[src/rtl/sram_block_streamer.sv]
// Read-side streamer: fetches N consecutive SRAM entries and emits each entry as
// ELEMENTS_PER_BLOCK elements (LSB element first) over a valid/ready interface.
module sram_block_streamer #(
    parameter int WIDTH              = 128,
    parameter int DEPTH              = 64,
    parameter int LG_DEPTH           = 6,
    parameter int ELEMENTS_PER_BLOCK = 4,
    parameter int ELEMENT_WIDTH      = 32
) (
    input  logic                     clk,
    input  logic                     reset,
    input  logic                     io_req_valid,
    output logic                     io_req_ready,
    input  logic [LG_DEPTH-1:0]      io_req_addr,
    input  logic [LG_DEPTH:0]        io_req_count,
    output logic [LG_DEPTH-1:0]      io_sram_addr,
    output logic                     io_sram_we,
    input  logic [WIDTH-1:0]         io_sram_dout,
    output logic                     io_out_valid,
    input  logic                     io_out_ready,
    output logic [ELEMENT_WIDTH-1:0] io_out_data,
    output logic                     io_out_last,
    output logic                     io_done
);

    localparam int LG_EPB = (ELEMENTS_PER_BLOCK > 1) ? $clog2(ELEMENTS_PER_BLOCK) : 1;
    localparam logic [LG_EPB-1:0] ELEM_MAX = LG_EPB'(ELEMENTS_PER_BLOCK - 1);

    typedef enum logic [2:0] {
        IDLE,
        ISSUE,
        WAIT,
        STREAM,
        DONE
    } state_t;

    state_t              state;
    state_t              state_next;
    logic [LG_DEPTH-1:0] addr_r;
    logic [LG_DEPTH:0]   remaining;
    logic [WIDTH-1:0]    buffer;
    logic [LG_EPB-1:0]   elem_idx;
    logic                req_fire;
    logic                out_fire;
    logic                block_end;

    assign req_fire  = io_req_valid & io_req_ready;
    assign out_fire  = io_out_valid & io_out_ready;
    assign block_end = (elem_idx == ELEM_MAX);

    // addr_r only moves on the transitions into ISSUE, so it doubles as the held SRAM address
    assign io_sram_addr = addr_r;
    assign io_sram_we   = 1'b0;

    always_ff @(posedge clk) begin
        if (reset) begin
            state <= IDLE;
        end else begin
            state <= state_next;
        end
    end

    always_comb begin
        state_next = state;
        case (state)
            IDLE: begin
                if (req_fire) begin
                    state_next = (io_req_count == '0) ? DONE : ISSUE;
                end
            end
            ISSUE:  state_next = WAIT;
            WAIT:   state_next = STREAM;
            STREAM: begin
                if (out_fire && block_end) begin
                    state_next = (remaining != '0) ? ISSUE : DONE;
                end
            end
            DONE:    state_next = IDLE;
            default: state_next = IDLE;
        endcase
    end

    always_comb begin
        io_req_ready = (state == IDLE) && !reset;
        io_out_valid = (state == STREAM);
        io_done      = (state == DONE);
        io_out_last  = (state == STREAM) && (remaining == '0) && block_end;
        io_out_data  = '0;
        if (state == STREAM) begin
            io_out_data = buffer[int'(elem_idx)*ELEMENT_WIDTH +: ELEMENT_WIDTH];
        end
    end

    always_ff @(posedge clk) begin
        if (reset) begin
            addr_r    <= '0;
            remaining <= '0;
            buffer    <= '0;
            elem_idx  <= '0;
        end else begin
            case (state)
                IDLE: begin
                    if (req_fire) begin
                        addr_r    <= io_req_addr;
                        remaining <= io_req_count;
                    end
                end
                WAIT: begin
                    buffer    <= io_sram_dout;
                    elem_idx  <= '0;
                    remaining <= remaining - (LG_DEPTH+1)'(1);
                end
                STREAM: begin
                    if (out_fire) begin
                        if (!block_end) begin
                            elem_idx <= elem_idx + LG_EPB'(1);
                        end else if (remaining != '0) begin
                            addr_r <= (addr_r == LG_DEPTH'(DEPTH - 1)) ? '0 : addr_r + LG_DEPTH'(1);
                        end
                    end
                end
                default: ;
            endcase
        end
    end

endmodule

[config.mk]
export PLATFORM = sky130hd
export DESIGN_NAME = sram_block_streamer
export DESIGN_NICKNAME = d
export VERILOG_FILES = /design/src/rtl/sram_block_streamer.sv
export SDC_FILE = /design/constraint.sdc
export NUM_CORES = 1
export LEC_CHECK = 0
export ABC_AREA = 1
export CAP_MARGIN = 5
export CORE_ASPECT_RATIO = 0.7
export CORE_MARGIN = 3
export CORE_UTILIZATION = 52
export DETAILED_ROUTE_END_ITERATION = 16
export GPL_ROUTABILITY_DRIVEN = 0
export PLACE_DENSITY = 0.93
export SLEW_MARGIN = 20
export SYNTH_ARGS = -nofsm -noshare
export SYNTH_HDL_FRONTEND = slang
export SYNTH_SLANG_ARGS = --single-unit
[constraint.sdc]
create_clock -name clk -period 3.5 [get_ports clk]
set_input_delay 0.35 -clock clk [delete_from_list [all_inputs] [get_ports clk]]
set_output_delay 0.35 -clock clk [all_outputs]
set_load 0.005 [all_outputs]
Word level (Yosys, flattened, before mapping)
Index checks and enable logic that the tools add are counted.
- add/subtract/negate cells: 3
- equal/unequal tests: 12
- shift operators: 1
- muxes and demuxes: 17
- bitwise operators: 2
- reduce and logical (&&, ||, !) cells: 16
- operator list (cell ; number):
    variable part select 128 x 8 -> 32 bit ; 1
    2-to-1 mux 32 bit ; 1
    2-to-1 mux 6 bit ; 5
    zero test 7 bit ; 2
    case mux 7 bit (2 select lines) ; 1
    2-to-1 mux 3 bit ; 4
    case mux 3 bit (4 select lines) ; 1
    case mux 6 bit (2 select lines) ; 1
    != test 2 x 1 -> 1 bit, second input constant ; 4
    2-to-1 mux 7 bit ; 1
    nonzero test 7 bit ; 1
    subtractor 7 x 1 -> 7 bit, second input constant ; 1
    adder 6 x 1 -> 6 bit, second input constant ; 1
    == test 3 x 2 -> 1 bit, second input constant ; 2
    == test 6 bit, second input constant ; 1
    nonzero test 2 bit ; 3
    AND reduction 5 bit ; 1
    logical AND 1 bit ; 4
    2-to-1 mux 2 bit ; 2
    != test 2 bit, second input constant ; 2
    case mux 2 bit (2 select lines) ; 1
    AND reduction 2 bit ; 2
    == test 3 x 1 -> 1 bit, second input constant ; 1
    == test 3 bit, second input constant ; 1
    6 further kinds ; 7
- bits in registers: 146
- input port bits: 145
- output and inout bits: 43
- logic and storage cells: 56

Depth between registers and ports, before layout
Gate-level depths: netlist of the first run.
- word-level depth: 6
- gate-level depth with buffers: 9
- gate-level depth less buffers: 9

Worst setup path before layout of the first run
OpenSTA, ideal clock, no wires.
- path kind: register to output
- start point: reg elem_idx[0]
- end point: out io_out_data[10]
- data arrival time: 1.187 ns
- data required time: 3.150 ns
- path slack: 1.963 ns
- stages on the path, launching flop included: 7
- buffers on the path: 2
- cell sequence: dfxtp_1 buf_2 buf_1 nor2_1 nor2_1 o21ai_0 a21oi_1
- longest elaborated chain between the ends: 2
- RTL lines (element ; RTL line ; RTL):
    start, declared ; 42 ; logic [LG_EPB-1:0] elem_idx;
    start signal, assigned ; 116 ; elem_idx <= elem_idx + LG_EPB'(1);
    variable part select 128 x 8 -> 32 bit ; 90 ; io_out_data = buffer[int'(elem_idx)*ELEMENT_WIDTH +: ELEMENT_WIDTH];
    2-to-1 mux 32 bit ; 89 ; if (state == STREAM) begin
    end, declared ; 21 ; output logic [ELEMENT_WIDTH-1:0] io_out_data,
No other way between the ends.

Final worst setup path of the first run
- start point: reg elem_idx[1]
- end point: out io_out_data[24]
The elaborated chain is that of the path after synthesis.

==> results of run 1 <==
-- through the flow --
step	utilization (%)	hold WS, ps
after floorplan	-	444
after global placement	69.8	455
after detailed placement	69.8	461
after CTS	74.8	470
after global routing	74.8	480
final	74.8	466
-- registers in the layout (all words and copies together) (netlist names) --
signal        flops
io_sram_addr      6
buffer          128
state             3
elem_idx          2
remaining         7
-- cell usage in the layout (no fill, tap or decap), drive strengths merged --
| cell | n |
|---|---|
| a31oi | 3 |
| clkbuf | 17 |
| nand3 | 16 |
| o21bai | 1 |
| nand2 | 58 |
| a21boi | 1 |
| conb | 1 |
| nor2 | 416 |
| nand4 | 1 |
| a21oi | 44 |
| clkdlybuf4s50 | 186 |
| ha | 3 |
| clkinv | 10 |
| dfxtp | 146 |
| inv | 29 |
| a22oi | 1 |
| bufinv | 3 |
| buf | 9 |
| or2 | 1 |
| xor2 | 1 |
| nor3 | 3 |
| o211ai | 1 |
| nand3b | 1 |
| o31ai | 2 |
| clkinvlp | 1 |
| o21ai | 201 |
-- worst max-delay path: cells and delay by family (launching register included) --
kind | cells | cell delay (ps)
AOI/OAI and AO/OA | 2 | 410
buffers and inverters | 2 | 1350
DFF | 1 | 330
and+or+nand+nor | 1 | 360
-- cells in the mapped netlist (all sizes together) --
master  instances
nor2          416
o21ai         201
dfxtp         146
nand2          58
a21oi          44
buf            36
clkbuf         35
inv            28
nand3          16
a31oi           3
ha              3
nor3            3
o31ai           2
a21boi          1
a22oi           1
conb            1
nand3b          1
nand4           1
o211ai          1
o21bai          1
or2             1
xor2            1
-- power groups by stage --
stage	clock (W)	combinational [W]	sequential [W]
2_1_floorplan	0	0.00193	0.00250
3_3_place_gp	0	0.00239	0.00261
3_5_place_dp	0	0.00248	0.00264
4_1_cts	0.00187	0.00252	0.00261
5_1_grt	0.00195	0.00289	0.00268
6_report	0.00187	0.00254	0.00262
-- logic make-up after synthesis --
kind of cell / Yosys count
other: 1
AND/OR/NAND/NOR: 496
flip-flops: 146
AO/OA/AOI/OAI: 254
adder cells (fa/ha/maj): 3
XOR/XNOR: 1
buffers and inverters: 99
-- how the worst max path moves through the flow --
stage           startpoint              end  slack (ps)
2_1_floorplan  elem_idx[0]  io_out_data[10]        1960
3_3_place_gp   elem_idx[0]  io_out_data[25]         980
3_5_place_dp   elem_idx[0]  io_out_data[10]         900
4_1_cts        elem_idx[0]  io_out_data[10]         410
5_1_grt        elem_idx[1]  io_out_data[24]         100
6_report       elem_idx[1]  io_out_data[24]         280
-- layout make-up --
| type | instances | area [um2] |
|---|---|---|
| repair buffers | 195 | 1940 |
| multi-input cells | 755 | 3280 |
| clock buffers | 17 | 425 |
| flip-flops and latches | 146 | 2920 |
| fillers | 950 | 3040 |
| inverters | 28 | 109 |
| well taps | 157 | 196 |
| clock inverters | 15 | 183 |
-- per-layer routing --
| metal | share of wire, % | track usage (%) | vias to the layer above |
|---|---|---|---|
| met4 | 2.7 | 10.6 | 0 |
| met1 | 40 | 33.2 | 3293 |
| met2 | 47 | 48.2 | 321 |
| li1 | - | - | 3507 |
| met5 | 0 | 0 | - |
| met3 | 10 | 10.2 | 49 |
==> flow_summary.ini, run 1 <==
[pwr]
p_sw_w = 0.00267
intPower_w = 0.00435
power.total_w = 0.00702
power.share.sequential_pct = 37.3
power_switching_share_pct = 38.1
pwr_density_cell_mw_per_mm2 = 776
worst_ir_drop_vdd_mv = 0.460
power_leakage_nw = 3.45
power_frac_comb_pct = 36.1
clock_network_fraction_of_total_power_pct = 26.6

[placement]
post_place_setup_slack_ps = 897
place_area_mm2 = 0.00845
port_buffers = 186
place_inst = 1281
place_hpwl_mm = 13.6

[synthesis]
syn_inst = 1000
yosys-mux-area-fraction_pct = 0
postSynthRegisterBits = 146
synth_compound_area_share_pct = 19.5
synth_simple_gate_area_share_pct = 29.0
postSynthNetCount = 1148
synthesis.area_mm2 = 0.00664
synth_xor_xnor_area_share_pct = 0.132
combinational_family_with_the_most_area_after_synthesis = simple AND/OR/NAND/NOR gates
netlist.area_leader.share_pct = 44.0
synthDominantAreaCellType = dfxtp_1
post_synth.cell_area_avg_um2 = 6.64
synth_fa_ha_area_share_pct = 0.565
synthesis.yosys.warnings = 0
yosys.cell_types.count = 33
synth_seq_area_share_pct = 44.0
biggest_area_contributors_in_the_synthesized_netlist = dfxtp_1 (44%), nor2_1 (23%), o21ai_0 (13%), a21oi_1 (3.3%), nand2_1 (3.2%)

[cts]
cts-htree-levels = 4
ctsLongestPathBuffers = 2
post_cts_hold_buffer_count = 0
path_clk_slew_ps = 60
cts_tree = done
cts_sinks = 146
clock_latency_ps = 420
post-cts-setup-buffer-count = 0
post_cts.resized_instances = 0
cts.root.buffer_cell = clkbuf_16
cts_buffers = 17

[timing]
grt_setup_unrepaired = no
finalMaxSlewViolations = 0
final_layout_setup_total_negative_slack_ps = 0
final_hold_viol_count = 0
finalWorstSetupSlack_ps = 276
slew_headroom_pct = 28.4
max_clock_freq_mhz = 310
finalSetupViolCount = 0
final_period_minus_worst_setup_slack_ps = 3220
timing_worst_slew_pin_value_ps = 1070
period_share_pct = 92.1
finClkSkew_ps = 6.21

[cells_and_area]
area_overhead_vs_synth_pct = 36.4
drive_gt1_share_pct = 4.84
layout.cells.non_filler = 1313
final_area_mm2 = 0.00905
antenna_cells = 0
post_layout_nets = 1291

[worst_setup_path]
r2r.worst_path.cells = 8
r2r_setup_slack_ps = 1130
path_cells = clkinv_1 -> nor2_1 -> o21ai_0 -> a21oi_1 -> clkdlybuf4s50_1
cp-start-kind = register
worst_setup_path_end_kind = primary output
cp.arrival_ps = 2870
critical_path.reg2reg.endpoint = remaining[6]
critPathMaxFanout = 32
crit_required_ps = 3150
worst_path_largest_cell_delay_ps = 820
timing.critical_path.slowest_stage_cell = clkinv_1
rr_startpoint = state[2]
critical_path_class = reg2out

[min_path]
worstHoldPathType = reg2reg
hold_start = remaining[0]
worst_hold_path.endpoint = remaining[0]
min_path_cells = 2

[floorplanning]
floorplan.core_area_mm2 = 0.0121
floorplan.die.width_um = 141
dieArea_mm2 = 0.0142
initial_core_util_pct = 54.9
design.portCount = 188
fp-row-count = 33
die-height_um = 101

[global_route]
global_route_usage_sum_pct = 28.4
grt_start_max_net_pins = 139
global_route_wire_length_before_repair_mm = 32.3
grt_pass1_vias = 6734
grt_antenna_before_repair = 0
grt.overflow.total = 0

[drt]
antenna_violating_nets_post_route = 0
dr.first_iter.drc_count = 648
route.detailed.drc = 0
route.detailed.vias_per_inst = 5.46
detail_route.wl_per_cell_um = 15.7
detail_route.wirelength_mm = 20.6
drt_pre_antenna_iters = 7
num_vias = 7170

[status]
run_status = complete, no violations

[job]
maxCapViolations = 0
Power figures use the tool's default switching activity.
==> run 2: changes to the inputs <==
CORE_UTILIZATION = 45   (was 52)
HOLD_SLACK_MARGIN = 0.12   (was unset)
PLACE_DENSITY = 0.83   (was 0.93)
==> run 2 against run 1 <==
- count of clock-buffer cells in the layout increased by 4
- sequential cell count unchanged
- clock skew increased by 3.9 ps
- cell count increased by 2.4%
- critical endpoint is now io_out_data[25]
- highest routed layer unchanged
- routed wire length decreased by 1.2%
- combinational power about the same
- largest cell class unchanged
- global-route usage decreased by 3.9 points
==> flow_summary.ini, run 2 (same netlist as run 1, synthesis figures left out) <==
[cts]
path_clk_slew_ps = 60
cts_tree = done
post-cts-setup-buffer-count = 0
post_cts_hold_buffer_count = 0
cts_buffers = 17
ctsLongestPathBuffers = 2
post_cts.resized_instances = 0
cts-htree-levels = 4
cts_sinks = 146
cts.root.buffer_cell = clkbuf_16
clock_latency_ps = 420

[worst_setup_path]
cp.arrival_ps = 2520
cp-start-kind = register
r2r_setup_slack_ps = 1200
r2r.worst_path.cells = 7
worst_setup_path_end_kind = primary output
crit_required_ps = 3150
critical_path_class = reg2out
critical_path.reg2reg.endpoint = elem_idx[1]
critPathMaxFanout = 65
rr_startpoint = state[2]

[pwr]
power_leakage_nw = 3.45
worst_ir_drop_vdd_mv = 0.478
clock_network_fraction_of_total_power_pct = 28.3
power_frac_comb_pct = 35.8
intPower_w = 0.00454
power_switching_share_pct = 36.6
power.total_w = 0.00716
pwr_density_cell_mw_per_mm2 = 783
p_sw_w = 0.00262
power.share.sequential_pct = 35.9

[cells_and_area]
max_flop_register = buffer
multi_input_comb_area_mm2 = 0.00328
layout.filler_cells = 1310
top_library_cells_by_usage_in_the_layout_fill_and_taps_aside = nor2_1 (413), clkdlybuf4s50_1 (186), o21ai_0 (171), dfxtp_1 (145), nand2_1 (56)
post_layout_nets = 1290
area_overhead_vs_synth_pct = 37.6
largest_reg_flops = 128
drive_gt1_share_pct = 4.68
ff_latch_area_mm2 = 0.00292
layout.cells.most_common = nor2_1
antenna_cells = 0

[drt]
wl_met1_mm = 8.36
dr.first_iter.drc_count = 464
antenna_violating_nets_post_route = 0
route.detailed.drc = 0
num_vias = 7030
drt_pre_antenna_iters = 5
met2_wire_length_mm = 9.57
route.detailed.vias_per_inst = 5.23
detail_route.wirelength_mm = 20.3
dr.max_layer_used = met4
detail_route.wl_per_cell_um = 15.1
met3_length_mm = 2.07

[timing]
final_period_minus_worst_setup_slack_ps = 2870
grt_setup_unrepaired = no
finalMaxSlewViolations = 0
max_clock_freq_mhz = 348
final_hold_viol_count = 0
slew_headroom_pct = 34.8
timing_worst_slew_pin_value_ps = 977
final_layout_setup_total_negative_slack_ps = 0
period_share_pct = 82.1
finalSetupViolCount = 0
finClkSkew_ps = 10.1

[global_route]
global_route_usage_sum_pct = 24.5
global_route_wire_length_before_repair_mm = 31.8
grt_antenna_before_repair = 0
grt_pass1_vias = 6529
grt.overflow.total = 0
grt_start_max_net_pins = 108

[status]
run_status = complete, no violations

[min_path]
min_path_cells = 2
worst_hold_path.endpoint = remaining[0]
worstHoldPathType = reg2reg
hold_start = remaining[0]

[floorplanning]
die-height_um = 108
initial_core_util_pct = 46.8
design.portCount = 188
fp-row-count = 36
floorplan.core_area_mm2 = 0.0142
dieArea_mm2 = 0.0163
floorplan.die.width_um = 151

[placement]
port_buffers = 186
place_hpwl_mm = 13.5

[job]
maxCapViolations = 0
[run 2: per-stage QoR]
stage | util, % | instances | setup WS, ps | hold slack (ps) | instance area, um2
after CTS | 64.4 | 1345 | 634 | 472 | 9140
after global placement | 59.8 | 1313 | 1060 | 453 | 8480
after global routing | 64.4 | 1345 | 474 | 496 | 9140
after floorplan | - | 1000 | 1960 | 444 | 6640
after detailed placement | 59.8 | 1313 | 1090 | 464 | 8480
final | 64.4 | 1345 | 627 | 468 | 9140
[run 2: critical path: stages (launching register included)]
cell and delay [ps]:
dfxtp_2 320, inv_2 680, o21ai_0 300, a21oi_1 230, clkdlybuf4s50_1 540
[run 2: metal layers]
metal | track usage (%) | vias up
li1 | - | 3503
met1 | 30.3 | 3205
met2 | 41.6 | 286
met3 | 7.07 | 36
met4 | 7.18 | 0
met5 | 0 | -
[run 2: how the worst max path moves through the flow]
| stage | cells after the start | slack (ps) | endpoint | start |
|---|---|---|---|---|
| floorplan | 6 | 1960 | io_out_data[10] | elem_idx[0] |
| global route | 6 | 470 | io_out_data[27] | elem_idx[0] |
| CTS | 4 | 630 | io_out_data[25] | elem_idx[0] |
| finish | 4 | 630 | io_out_data[25] | elem_idx[0] |
| global placement | 4 | 1060 | io_out_data[25] | elem_idx[0] |
| detailed placement | 4 | 1090 | io_out_data[25] | elem_idx[0] |
[run 2: layout make-up]
| class | instances | area share, % |
|---|---|---|
| repair buffers | 194 | 21.2 |
| inverters | 28 | 1.19 |
| clock buffers | 21 | 5.04 |
| well taps | 190 | 2.60 |
| clock inverters | 11 | 2.18 |
| multi-input cells | 755 | 35.8 |
| flip-flops and latches | 146 | 32.0 |
[run 2: power by group through the flow]
stage	logic (W)	registers (W)	clock network (W)
floorplan	0.00193	0.00250	0
global placement	0.00247	0.00258	0
detailed placement	0.00254	0.00260	0
CTS	0.00256	0.00257	0.00203
global route	0.00294	0.00264	0.00211
finish	0.00256	0.00257	0.00202
==> run 3: changes to the inputs <==
CORE_UTILIZATION = 43   (was 45)
clock period = 2.6 ns   (was 3.5 ns; I/O delays follow)
==> run 3 against run 2 <==
- sequential cell count is the same
- routed wire length up 3.0%
- worst hold slack lost 25 ps
- register-to-register slack worse by 560 ps
- setup slack worse by 500 ps
- critical path type unchanged
- largest power group is now combinational cells
==> flow_summary.ini, run 3 (same netlist as run 1, synthesis figures left out) <==
[status]
run_status = complete, no violations

[floorplanning]
floorplan.die.width_um = 155
fp-row-count = 37
design.portCount = 188
initial_core_util_pct = 44.5
die-height_um = 110
dieArea_mm2 = 0.0170
floorplan.core_area_mm2 = 0.0149

[timing]
final_hold_viol_count = 0
final_period_minus_worst_setup_slack_ps = 2480
finalMaxSlewViolations = 0
slew_headroom_pct = 55.5
finalSetupViolCount = 0
finClkSkew_ps = 13.3
timing_worst_slew_pin_value_ps = 666
final_layout_setup_total_negative_slack_ps = 0
period_share_pct = 95.3
max_clock_freq_mhz = 404
grt_setup_unrepaired = no

[cells_and_area]
antenna_cells = 0
drive_gt1_share_pct = 5.50
max_flop_register = buffer
area_overhead_vs_synth_pct = 38.1
final_area_mm2 = 0.00917
post_layout_nets = 1298
largest_reg_flops = 128
top_library_cells_by_usage_in_the_layout_fill_and_taps_aside = nor2_1 (413), clkdlybuf4s50_1 (186), o21ai_0 (171), dfxtp_1 (145), nand2_1 (56)
layout.cells.most_common = nor2_1

[worst_setup_path]
cp.arrival_ps = 2220
r2r_setup_slack_ps = 640
crit_buf_inv = 2
critical_path.reg2reg.endpoint = io_sram_addr[2]
path_cells = buf_12 -> nor2_1 -> nor2_1 -> o21ai_0 -> a21oi_1 -> clkdlybuf4s50_1
timing.critical_path.slowest_stage_cell = clkdlybuf4s50_1
critical_path_class = reg2out
worst_setup_path_end_kind = primary output
worstSetupPathDepth = 6
rr_startpoint = elem_idx[1]
cpMostUsedCell = nor2_1
r2r.worst_path.cells = 10
critPathMaxFanout = 54
worst_path_largest_cell_delay_ps = 560
crit_required_ps = 2340
endpoint = io_out_data[24]
timing.critical_path.from = elem_idx[0]
cp-start-kind = register
worst_path_dominant_cell_family = buffers and inverters

[placement]
place_area_mm2 = 0.00858
port_buffers = 186
place_hpwl_mm = 14.4

[cts]
post-cts-setup-buffer-count = 0
post_cts_hold_buffer_count = 0
cts-htree-levels = 4
cts_buffers = 17
clock_latency_ps = 420
cts.root.buffer_cell = clkbuf_16
path_clk_slew_ps = 60
cts_sinks = 146
ctsLongestPathBuffers = 2
cts_tree = done

[global_route]
grt_antenna_before_repair = 0
grt_pass1_vias = 6682
grt_start_max_net_pins = 80
global_route_wire_length_before_repair_mm = 33.1
global_route_usage_sum_pct = 24.5
grt.overflow.total = 0

[pwr]
power.total_w = 0.00953
pwr_density_cell_mw_per_mm2 = 1040
worst_ir_drop_vdd_mv = 0.471
power_leakage_nw = 3.47

[drt]
route.detailed.vias_per_inst = 5.21
detail_route.wirelength_mm = 20.9
drt_pre_antenna_iters = 6
detail_route.wl_per_cell_um = 15.4
antenna_violating_nets_post_route = 0
route.detailed.drc = 0
num_vias = 7076
dr.first_iter.drc_count = 492

[min_path]
worstHoldPathType = in2reg

[job]
maxCapViolations = 0
-- run 3: area by class of cell --
class	count	area [um2]
Multi-Input combinational cell	755	3280
Timing Repair Buffer	202	2030
Tap cell	195	244
Clock buffer	20	457
Sequential cell	146	2920
Inverter	28	111
Clock inverter	12	124
Fill cell	1354	5730
-- run 3: where the power goes --
part	internal [W]	switching, W	total [W]
Sequential	0.00301	0.000445	0.00346
Combinational	0.00142	0.00226	0.00368
Clock	0.00139	0.00100	0.00239
Total	0.00582	0.00371	0.00953
-- run 3: timing repair --
action | 4_1_cts | 5_1_grt
gates resized for setup | 0 | 3
cloned | 0 | 0
endpoints found under the setup margin | 32 | 6
-- run 3: how the worst min path moves through the flow --
stage          depth (start not counted)           end  slack (ps)        startpoint
5_1_grt                                3    buffer[12]         450  io_sram_dout[12]
3_5_place_dp                           2  remaining[0]         460      remaining[0]
2_1_floorplan                          2    buffer[38]         410  io_sram_dout[38]
4_1_cts                                3    buffer[19]         430  io_sram_dout[19]
3_3_place_gp                           2  remaining[0]         450      remaining[0]
6_report                               3    buffer[19]         440  io_sram_dout[19]
-- run 3: through the flow --
stage	utilization, %	hold slack [ps]	worst slack (ps)	instances
6_report	61.5	442	123	1358
5_1_grt	61.5	445	37.3	1358
4_1_cts	61.5	432	-115	1358
3_5_place_dp	57.6	460	331	1326
3_3_place_gp	57.6	453	374	1326
2_1_floorplan	-	407	1150	1000
-- run 3: worst reg2reg max path, cell delays in order, from the launching register on --
cell     delay, ps
dfxtp_1        340
buf_4          400
ha_1           270
inv_1           90
o21ai_2        190
nand2_1        110
nor2_4         140
nand2_2        140
nand2_1         90
nand2_1         50
nor2_1         110
-- run 3: layer usage --
| layer | GRT usage (%) | up-vias | routed length [um] | part of all wire [%] |
|---|---|---|---|---|
| met4 | 9.39 | 0 | 610 | 2.9 |
| li1 | - | 3525 | - | - |
| met3 | 6.75 | 40 | 1850 | 8.8 |
| met5 | 0 | - | 0 | 0 |
| met1 | 31.5 | 3185 | 9040 | 43 |
| met2 | 39.9 | 326 | 9440 | 45 |
